--- src/rtl/alu_multicycle.sv ---
// alu_multicycle: clocked execute-stage ALU.
// AND/OR/ADD/SUB/SLT complete in one cycle. MUL/DIVU/REMU run iteratively
// for WIDTH cycles when the ALU_MULDIV_EN macro is defined; without it those
// opcodes behave as AND and busy is held low.
// result/zero are registered and only change in the cycle done pulses.
module alu_multicycle #(
    parameter int WIDTH = 32
) (
    input  logic             clk,
    input  logic             rst,
    input  logic             start,
    input  logic [3:0]       ALUcontrol,
    input  logic [WIDTH-1:0] in1,
    input  logic [WIDTH-1:0] in2,
    output logic [WIDTH-1:0] result,
    output logic             zero,
    output logic             busy,
    output logic             done
);

`ifdef ALU_MULDIV_EN
    typedef enum logic [1:0] {IDLE = 2'd0, RUN = 2'd1, DONE = 2'd2} state_t;
`else
    typedef enum logic {IDLE = 1'b0, DONE = 1'b1} state_t;
`endif

    state_t           state_q;
    logic [WIDTH-1:0] result_q;
    logic             zero_q;
    logic             done_q;
    logic [WIDTH-1:0] alu_d;

`ifdef ALU_MULDIV_EN
    localparam int CW = (WIDTH > 1) ? $clog2(WIDTH) : 1;

    // op_q: 00 MUL, 01 DIVU, 10 REMU (low bits of the accepted opcode)
    logic [1:0]       op_q;
    logic [CW-1:0]    count_q;
    logic             busy_q;
    // acc_q: product accumulator (MUL) or partial remainder (DIVU/REMU)
    // opA_q: shifting multiplicand (MUL) or dividend turning into quotient
    // opB_q: shifting multiplier (MUL) or fixed divisor
    logic [WIDTH-1:0] acc_q, opA_q, opB_q;
    logic [WIDTH-1:0] acc_d, opA_d, opB_d, final_d;
    logic [WIDTH:0]   remShift;
    logic [WIDTH-1:0] remDiff;
    logic             isIter;
    logic             lastStep;

    assign isIter   = (ALUcontrol == 4'b1000) || (ALUcontrol == 4'b1001) ||
                      (ALUcontrol == 4'b1010);
    assign lastStep = (count_q == CW'(WIDTH - 1));

    // One iteration step: shift-add for MUL, restoring shift-subtract for
    // DIVU/REMU. The remainder is always below the divisor (or equals the
    // shifted-in dividend when dividing by zero), so WIDTH bits hold it; only
    // the shifted candidate needs the extra bit for the comparison.
    always_comb begin
        remShift = {acc_q, opA_q[WIDTH-1]};
        remDiff  = remShift[WIDTH-1:0] - opB_q;
        acc_d    = acc_q;
        opA_d    = opA_q;
        opB_d    = opB_q;
        if (op_q == 2'b00) begin
            acc_d = acc_q + (opB_q[0] ? opA_q : '0);
            opA_d = opA_q << 1;
            opB_d = opB_q >> 1;
        end else if (remShift >= {1'b0, opB_q}) begin
            acc_d = remDiff;
            opA_d = {opA_q[WIDTH-2:0], 1'b1};
        end else begin
            acc_d = remShift[WIDTH-1:0];
            opA_d = {opA_q[WIDTH-2:0], 1'b0};
        end
        final_d = (op_q == 2'b01) ? opA_d : acc_d;
    end

    assign busy = busy_q;
`else
    assign busy = 1'b0;
`endif

    // Single-cycle operations, evaluated straight from the request inputs.
    always_comb begin
        alu_d = in1 & in2;
        case (ALUcontrol)
            4'b0001: alu_d = in1 | in2;
            4'b0010: alu_d = in1 + in2;
            4'b0110: alu_d = in1 - in2;
            4'b0111: alu_d = {{(WIDTH-1){1'b0}}, ($signed(in1) < $signed(in2))};
            default: alu_d = in1 & in2;
        endcase
    end

    // Control FSM plus all registered outputs and iteration state.
    always_ff @(posedge clk) begin
        if (rst) begin
            state_q  <= IDLE;
            result_q <= '0;
            zero_q   <= 1'b1;
            done_q   <= 1'b0;
`ifdef ALU_MULDIV_EN
            busy_q   <= 1'b0;
            count_q  <= '0;
            op_q     <= 2'b00;
            acc_q    <= '0;
            opA_q    <= '0;
            opB_q    <= '0;
`endif
        end else begin
            done_q <= 1'b0;
            case (state_q)
`ifdef ALU_MULDIV_EN
                RUN: begin
                    acc_q   <= acc_d;
                    opA_q   <= opA_d;
                    opB_q   <= opB_d;
                    count_q <= count_q + 1'b1;
                    if (lastStep) begin
                        result_q <= final_d;
                        zero_q   <= (final_d == '0);
                        done_q   <= 1'b1;
                        busy_q   <= 1'b0;
                        state_q  <= DONE;
                    end
                end
`endif
                default: begin
                    if (start) begin
`ifdef ALU_MULDIV_EN
                        if (isIter) begin
                            op_q    <= ALUcontrol[1:0];
                            acc_q   <= '0;
                            opA_q   <= in1;
                            opB_q   <= in2;
                            count_q <= '0;
                            busy_q  <= 1'b1;
                            state_q <= RUN;
                        end else
`endif
                        begin
                            result_q <= alu_d;
                            zero_q   <= (alu_d == '0);
                            done_q   <= 1'b1;
                            state_q  <= DONE;
                        end
                    end else begin
                        state_q <= IDLE;
                    end
                end
            endcase
        end
    end

    assign result = result_q;
    assign zero   = zero_q;
    assign done   = done_q;

endmodule

--- config.mk ---
export PLATFORM = sky130hd
export DESIGN_NAME = alu_multicycle
export DESIGN_NICKNAME = d
export VERILOG_FILES = /design/src/rtl/alu_multicycle.sv
export SDC_FILE = /design/constraint.sdc
export NUM_CORES = 1
export LEC_CHECK = 0
export ABC_AREA = 1
export BUFFER_PORTS_ARGS = -buffer_cell sky130_fd_sc_hd__buf_2
export CAP_MARGIN = 15
export CORE_ASPECT_RATIO = 0.8
export CORE_MARGIN = 2
export CORE_UTILIZATION = 35
export CTS_CLUSTER_DIAMETER = 150
export DETAILED_ROUTE_END_ITERATION = 7
export PLACE_DENSITY_LB_ADDON = 0.25
export SLEW_MARGIN = 20
export SYNTH_ARGS = -nofsm -noshare
export SYNTH_HDL_FRONTEND = slang
export SYNTH_SLANG_ARGS = --single-unit
--- constraint.sdc ---
create_clock -name clk -period 3.58 [get_ports clk]
set_clock_uncertainty 0.1 [all_clocks]
set_input_delay 0.358 -clock clk [delete_from_list [all_inputs] [get_ports clk]]
set_output_delay 0.358 -clock clk [all_outputs]
set_load 0.01 [all_outputs]
Word level (Yosys, flattened, before mapping):

Index checks and enable logic that the tools add are counted.

* bits in registers: 34
* input port bits: 71
* output and inout port bits: 35
* word-level logic and storage cells: 15

* add/subtract/negate cells: 2
* $lt $le $gt $ge: 1
* eq/ne operators: 4
* muxes and demuxes: 2
* bitwise gates (word level): 2
* reductions and logical operators: 1

Operators by type and width (count)
* $pmux W32 S4: 1
* $add A32 B32 Y32: 1
* $and A32 B32 Y32: 1
* $logic_not A32 Y1: 1
* $lt A32 B32 Y1: 1
* $or A32 B32 Y32: 1
* $sub A32 B32 Y32: 1
* $eq A4 B3 Y1 const B: 2
* $eq A4 B1 Y1 const B: 1
* $eq A4 B2 Y1 const B: 1
* $mux W1: 1

Depth between registers and ports, before layout:

Gate-level depths: netlist of the first run.

* depth in word-level cells: 3
* depth in mapped cells: 22
* gate-level depth less buffers: 21

Worst setup path before layout of the first run:

No wires, ideal clock.

* kind: input port to flip-flop
* start point: input in1[0]
* end point: register zero_q, in the netlist zero
* setup time: 58 ps
* arrival time: 2153 ps
* data required time: 3422 ps
* slack: 1269 ps
* stages: 20
* buffers on the path: 0
* cells stage by stage: ha_1 > inv_1 > fa_1 > inv_1 > nand2_1 > nand2_1 > nand3_1 > nand2_1 > nand2_1 > nand2_1 > nand3_1 > nand2_1 > nand2_1 > nand3_1 > nand3_1 > nand2_1 > nand2_1 > nor2_1 > nand3_1 > nand2_1

* longest elaborated chain between the ends: 3
* elaborated cells on any way between the ends: 7
* classes of those cells: add/sub: 2; order compare: 1; mux: 1; bitwise: 2; reduce/logical: 1

RTL lines
* start, declared: RTL line 13 `input logic [WIDTH-1:0] in1,`
* $sub A32 B32 Y32 (tied with other cells): RTL line 89 `4'b0110: alu_d = in1 - in2;`
* $pmux W32 S4 *: RTL line 86 `case (ALUcontrol)`
* $logic_not A32 Y1 *: RTL line 143 `zero_q <= (alu_d == '0);`
* end signal, assigned: RTL line 143
* end, declared: RTL line 29 `logic zero_q;`

Mark *: on every way between the ends. The rest lies on a longest branch, timed or not.
A chain may end at the register's enable or synchronous reset.

Final worst setup path of the first run:

* start point: input in2[0]
* end point: register zero_q, in the netlist zero

* longest elaborated chain between the ends: 3
* elaborated cells on any way between the ends: 7
* classes of those cells: add/sub: 2; order compare: 1; mux: 1; bitwise: 2; reduce/logical: 1

RTL lines
* start, declared: RTL line 14 `input logic [WIDTH-1:0] in2,`
* $sub A32 B32 Y32 (tied with other cells): RTL line 89
* $pmux W32 S4 *: RTL line 86
* $logic_not A32 Y1 *: RTL line 143

Marked as above.

==> metrics.md, run 1 <==
| Metric | Value |
|---|---|
| Syn Inst Count | `roughly 1500` |
| Reg2Reg Depth | `2` |
| GRT Util Overall | `25.9%` |
| Clk root buf | `clkbuf_16` |
| Worst Setup SP | `in2[0]` |
| Final period util | `between 80% and 90%` |
| Unrepaired setup endpoints after global routing | `no` |
| Inserted Clock Buffers | `5` |
| Yosys reg bits | `34` |
| Syn Area/Cell | `5.26 µm²` |
| Core Area | `~0.023 mm²` |
| Initial Util | `35.7%` |
| Layout cell share with drive strength beyond 1 | `a little under an eighth` |
| Max Buffers Root-to-Sink | `2` |
| Drt wl/cell | `17.0 µm` |
| Peak VDD IR | `around 0.00019 V` |
| Full die area | `0.0242 mm²` |
| Total number of H-tree levels | `2` |
| Via density | `4.99` |
| WP data arrival | `3.10 ns` |
| Tot Pwr | `0.00207 W` |
| Final hold viol count | `0` |
| Crit Path Max Fanout | `3` |
| Clk slew on worst S/H paths | `~0.050 ns` |
| Post-CTS Setup Inserts | `0` |
| # DRC | `0` |
| Mapped Area | `0.00805 mm²` |
| Worst Setup EP | `zero` |
| Relative slew slack | `50.5%` |
| Slew Viols, Final | `0` |
| Num rows | `49` |
| Critical path class | `in2reg` |
| Syn Nets | `1701` |
| Clock Latency Late Sink | `around 0.28 ns` |
| HPWL Detailed | `about 28000 µm` |
| Unique cell type count in the Yosys netlist | `34` |
| Reg2reg start | `zero` |
| First-pass GRT wire length | `48600 µm` |
| Flop-to-flop setup slack | `2.80 ns` |
| PD cells | `around 230 mW/mm²` |
| CTS Hold Bufs | `0` |
| Sequential share of the synthesized area | `between 8 and 9%` |
| Ys Warns | `0` |
| Final cell utilization of the core | `39.2%` |
| Number of clock sinks | `34` |
| GRT Residual Overflow | `0` |
| Post-synth EDFFs | `0` |
| PortBufs | `104` |
| LEAKAGE | `5.30 nW` |
| Final Setup Violations | `0` |
| Top_reg_cell synth | `dfxtp_1` |
| Via count | `9508` |
| Post-layout nets | `1771` |
| Setup TNS | `0 ns` |
| Largest net degree at the start of global routing | `50` |
| DIE WIDTH | `about 170 µm` |
| R2R Path End | `zero` |
| Achievable Freq | `335 MHz` |
| Period minus WS final | `2.98 ns` |
| Worst Tran Pin Value | `0.743 ns` |
| Area delta synth->final | `9.90%` |
| Antenna violations before repair | `0` |
| Worst path required time | `~3.7 ns` |
| DRT Pass-1 Iters | `6` |
| GPL Wtd Cong | `around 1` |
| Total I/O pin count | `106` |
| Post-cts gate resize count | `0` |
| Async SR Flop Fraction | `0%` |
| Chip height | `140 µm` |
| Crit. End Element | `register` |
| Final Routed Wirelength | `32400 µm` |
| Antenna cell count | `0` |
| Vias in the first global route | `8554` |
| Nature of the critical path startpoint | `input pin` |
| Detail Route Antenna Nets | `0` |
| Status | `finished, final reports clean` |
| Max-cap violations | `0` |
| Worst Hold Class | `in2reg` |
| CTS tree | `done` |
| Iter 0 DRT Violations | `1100` |
[routing by layer]
layer / vias up / GRT usage, % / part of all wire (%)
met1: 4211 / 40.4 / 49
li1: 4812 / - / -
met5: - / 0 / 0
met2: 475 / 36.7 / 38
met4: 0 / 2.79 / 0.44
met3: 10 / 5.77 / 12
[where the power goes]
| part | total (W) | internal [W] | switching, W |
|---|---|---|---|
| clock network | 0.000430 | 0.000275 | 0.000155 |
| registers | 0.000420 | 0.000407 | 0.0000135 |
| logic | 0.00122 | 0.000361 | 0.000855 |
[state kept, by name (all words and copies together) (netlist names)]
| signal | cells |
|---|---|
| done | 1 |
| result | 32 |
| zero | 1 |
[layout make-up]
type | count | area [µm²]
repair buffers | 110 | 566
fillers | 2691 | 13700
inverters | 325 | 1220
well taps | 306 | 383
clock buffers | 6 | 139
clock inverters | 2 | 12.5
multi-input cells | 1124 | 5850
flip-flops and latches | 34 | 681
[cells in the mapped netlist, types with 17 or more instances]
master     n  share of area, %
ha_1      98                15
nand3_1  152               9.4
or2_2     17               1.3
nand2_1  471                22
nor2_1   144               6.7
nor2_2    22               1.7
dfxtp_1   34               8.5
a21oi_1   61               3.8
buf_4     19               1.8
inv_1    319                15
o21ai_0   59               3.7
nand4_1   35               2.7
[cell usage in the layout (no fill, tap or decap), types with 2 or more instances in the layout]
| cell | synthesis | layout |
|---|---|---|
| nand4_1 | 35 | 35 |
| a21oi_1 | 61 | 61 |
| nand3_1 | 152 | 152 |
| fa_1 | 2 | 2 |
| o21ai_0 | 59 | 59 |
| o21bai_1 | 7 | 7 |
| buf_2 | 9 | 104 |
| nand3b_1 | 7 | 7 |
| nor3_1 | 10 | 10 |
| dfxtp_1 | 34 | 34 |
| nor2_2 | 22 | 23 |
| nor2_1 | 144 | 143 |
| nor2_4 | 2 | 2 |
| nor4_1 | 4 | 4 |
| ha_1 | 98 | 98 |
| clkbuf_16 | 0 | 5 |
| nand2_1 | 471 | 471 |
| inv_2 | 5 | 5 |
| and2_1 | 2 | 2 |
| nand2_2 | 11 | 11 |
| inv_1 | 319 | 319 |
| nand3_2 | 5 | 5 |
| buf_4 | 19 | 6 |
| a21oi_2 | 5 | 5 |
| or2_2 | 17 | 17 |
| nor3_2 | 4 | 4 |
| o21ai_1 | 3 | 3 |
[worst max-delay path: stages]
cell     delay [ns]
buf_2          0.10
ha_1           0.19
inv_1          0.10
fa_1           0.40
inv_1          0.13
nand2_1        0.08
nand2_1        0.14
nand3_1        0.17
nand2_1        0.21
nand2_1        0.07
nand3_1        0.07
nand4_1        0.29
nor2_1         0.19
nand3_1        0.11
nor2_1         0.12
nand3_1        0.07
nor2_1         0.13
nand3_1        0.09
nand2_1        0.07
[cells by family (layout without fill, tap and decap cells)]
| group | count (synthesis) | after routing | share of synthesized area, % |
|---|---|---|---|
| AO/OA/AOI/OAI | 136 | 136 | 8.92 |
| adder cells (fa/ha/maj) | 100 | 100 | 15.7 |
| buffers and inverters | 372 | 443 | 18.9 |
| flip-flops | 34 | 34 | 8.45 |
| other | 1 | 1 | 0.0466 |
| AND/OR/NAND/NOR | 887 | 887 | 47.9 |
[how the worst min path moves through the flow]
stage                          start    endpoint  depth (start not counted)
after global routing             rst        done                          2
after detailed placement   result[5]   result[5]                          2
after floorplan                  rst        done                          1
after CTS                        rst        done                          2
final                            rst        done                          2
after global placement    result[19]  result[19]                          2
[per-stage QoR]
| step | setup WS, ns | cells | instance area [µm²] | hold slack, ns |
|---|---|---|---|---|
| after floorplan | 1.27 | 1530 | 8050 | 0.330 |
| after CTS | 0.692 | 1907 | 8850 | 0.207 |
| after detailed placement | 0.409 | 1899 | 8700 | 0.393 |
| after global routing | 0.351 | 1907 | 8850 | 0.218 |
| final | 0.598 | 1907 | 8850 | 0.218 |
| after global placement | 0.373 | 1899 | 8700 | 0.384 |
Power figures use the tool's default switching activity.
==> run 2: changes to the inputs <==
Settings changed: ABC_AREA 1 to 0.
Clock period 3.58 ns to 2.8 ns, I/O delays scaled along.
==> metrics.md, run 2 <==
| Metric | Value |
|---|---|
| Worst Setup SP | `in1[1]` |
| Nature of the critical path startpoint | `input pin` |
| Mapped Area | `approximately 0.0065 mm²` |
| Via density | `~5.4` |
| Core Area | `0.0182 mm²` |
| Slew Viols, Final | `0` |
| # DRC | `0` |
| Final Setup Violations | `13` |
| Unrepaired setup endpoints after global routing | `yes` |
| Total I/O pin count | `approximately 110` |
| Max Buffers Root-to-Sink | `2` |
| Worst hold slack | `roughly 0.37 ns` |
| CTS Hold Bufs | `0` |
| Post-layout nets | `about 1500` |
| Clock Latency Late Sink | `0.28 ns` |
| Period minus WS final | `3.21 ns` |
| Full die area | `0.0197 mm²` |
| LEAKAGE | `5.30 nW` |
| Top-count cell post-synth | `nor2_1` |
| Max reg flops | `32` |
| Peak VDD IR | `0.000289 V` |
| Status | `finished, violations left` |
| Antenna violations before repair | `0` |
| Largest cells by area after synthesis | `ha_1 19%, dfxtp_1 10%, a21oi_1 7.1%, nor2_1 6.7%, inv_1 5.5%` |
| Antenna cell count | `0` |
| Num rows | `44` |
| Sequential share of the synthesized area | `a little over a tenth` |
| Via count | `8703` |
| CTS tree | `done` |
| GRT Residual Overflow | `0` |
| Relative slew slack | `50.9%` |
| Detail Route Antenna Nets | `0` |
| WP data arrival | `about 3.3 ns` |
| Switching power | `0.00136 W` |
| GPL Wtd Cong | `0.997` |
| Vias in the first global route | `approximately 8200` |
| Failing checks | `negative setup slack` |
| Internal | `0.00201 W` |
| Tot Pwr | `around 0.0034 W` |
| First-pass GRT wire length | `44800 µm` |
| Post-synth EDFFs | `0` |
| Clk pwr share | `18.3%` |
| Worst path required time | `2.88 ns` |
| Final period util | `115%` |
| Synth top area share | `18.8%` |
| DRT Pass-1 Iters | `7` |
| Async SR Flop Fraction | `0%` |
| Comb power frac | `about two thirds` |
| Worst Tran Pin Value | `0.737 ns` |
| Reg2reg start | `result[26]` |
| Crit. End Element | `register` |
| Layout cell share with drive strength beyond 1 | `47.4%` |
| Min-delay src | `result[3]` |
| Max-cap violations | `0` |
| Setup TNS | `-1.95 ns` |
| Commonest non-fill, non-tap cell in the layout | `buf_4` |
| Number of clock sinks | `34` |
| Critical path class | `in2reg` |
| Top_reg_cell synth | `dfxtp_1` |
| Syn Area/Cell | `between 6 and 7 µm²` |
| Crit Path Max Fanout | `3` |
| Initial Util | `35.8%` |
| Flop pwr share | `16.0%` |
| Leading area contributor after synthesis | `ha_1` |
| Layout Cells excl Fill | `about 1600` |
| Final hold viol count | `0` |
| Ys Warns | `0` |
| Setup slack after layout | `-0.412 ns` |
| PD cells | `303 mW/mm²` |
| Chip height | `126 µm` |
| Iter 0 DRT Violations | `939` |
| Yosys reg bits | `34` |
| Syn Nets | `1113` |
| Unique cell type count in the Yosys netlist | `89` |
| Worst Hold Class | `reg2reg` |
| PortBufs | `104` |
| Total number of H-tree levels | `2` |
| Top cells by count, synth | `116 x nor2_1, 98 x ha_1, 96 x inv_1` |
| Drt wl/cell | `17.9 µm` |
| Largest net degree at the start of global routing | `36` |
| Area delta synth->final | `70.4%` |
| Dpl cells | `1597` |
| Achievable Freq | `311 MHz` |
| Clk slew on worst S/H paths | `0.05 ns` |
| HPWL Detailed | `23600 µm` |
| GRT Util Overall | `approximately 29%` |
| Most frequent cells in the layout | `359 x buf_4, 111 x nor2_1, 98 x buf_2` |
| Clk root buf | `clkbuf_16` |
| Final Routed Wirelength | `between 20000 and 30000 µm` |
| Syn Inst Count | `942` |
| Sw Ratio | `40.4%` |
| DIE WIDTH | `157 µm` |
| Inserted Clock Buffers | `5` |
[run 2: cell count changes in the layout (fill, tap and decap cells not counted), sizes merged, moves of 12 or more]
cell,previous run,this run
nand2,482,66
buf,110,475
inv,324,99
nand3,157,9
nor2,168,117
a211oi,0,31
a21oi,66,94
xnor2,0,27
nand4,35,13
o31ai,0,14
a21o,0,12
a221oi,0,12
[run 2: timing repair]
item,4_1_cts,5_1_grt
endpoints found under the hold margin,0,0
setup buffers,17,10
pin swaps,44,47
gates resized for setup,99,86
gates cloned,0,0
setup endpoints to repair,21,20
[run 2: routing by layer]
metal / GRT usage, % / vias up / wire (µm)
met5: 0 / - / 0
met1: 45.4 / 4043 / 14500
li1: - / 4239 / -
met3: 4.96 / 27 / 2620
met2: 40.9 / 394 / 11700
met4: 2.81 / 0 / 263
[run 2: final timing paths]
check | slack (ns) | to | depth (start not counted)
setup / recovery | -0.41 | zero | 15
hold / removal | 0.37 | result[3] | 2
setup reg to reg | 1.92 | result[26] | 2
hold reg to reg | 0.37 | result[3] | 2
[run 2: cells by family (layout without fill, tap and decap cells)]
logic type	Yosys count	after routing	share of synthesized area, %
compound gates	321	321	34.1
xor+xnor	33	33	4.43
mux	8	8	1.23
fa+ha+maj	100	100	19.4
buf+inv	155	583	9.19
other cells	1	1	0.0575
flops	34	34	10.4
simple gates	290	290	21.1
[run 2: power by group through the flow]
stage / sequential, W / combinational, W / clock (W)
floorplan: 0.000560 / 0.000920 / 0
global placement: 0.000550 / 0.00190 / 0
detailed placement: 0.000550 / 0.00190 / 0
CTS: 0.000540 / 0.00204 / 0.000623
global route: 0.000543 / 0.00238 / 0.000642
finish: 0.000541 / 0.00221 / 0.000618
[run 2: through the flow]
step	setup slack, ns	cell area, µm²	util [%]
2_1_floorplan	-0.171	6630	-
3_3_place_gp	-0.961	9950	54.6
3_5_place_dp	-1.03	9950	54.6
4_1_cts	-0.434	10700	58.5
5_1_grt	-0.546	11100	61.0
6_report	-0.412	11100	61.0
[run 2: final cells by class]
cell class	instances	area [µm²]
Inverter	100	388
Clock buffer	5	125
Fill cell	1635	7110
Timing Repair Buffer	475	3430
Multi-Input combinational cell	753	6130
Sequential cell	34	681
Tap cell	253	317
Clock inverter	3	40.0
[run 2: worst max-delay path, cell delays in order]
cell and delay [ns]:
buf_8 0.08, inv_6 0.03, buf_6 0.11, fa_2 0.39, nand2b_4 0.17, a2111oi_4 0.37, nand2b_4 0.23, a31oi_4 0.09
a21bo_2 0.23, a2111oi_4 0.31, and4_1 0.27, nand4_1 0.12, nor4_2 0.20, nand4_1 0.16, o41ai_2 0.22
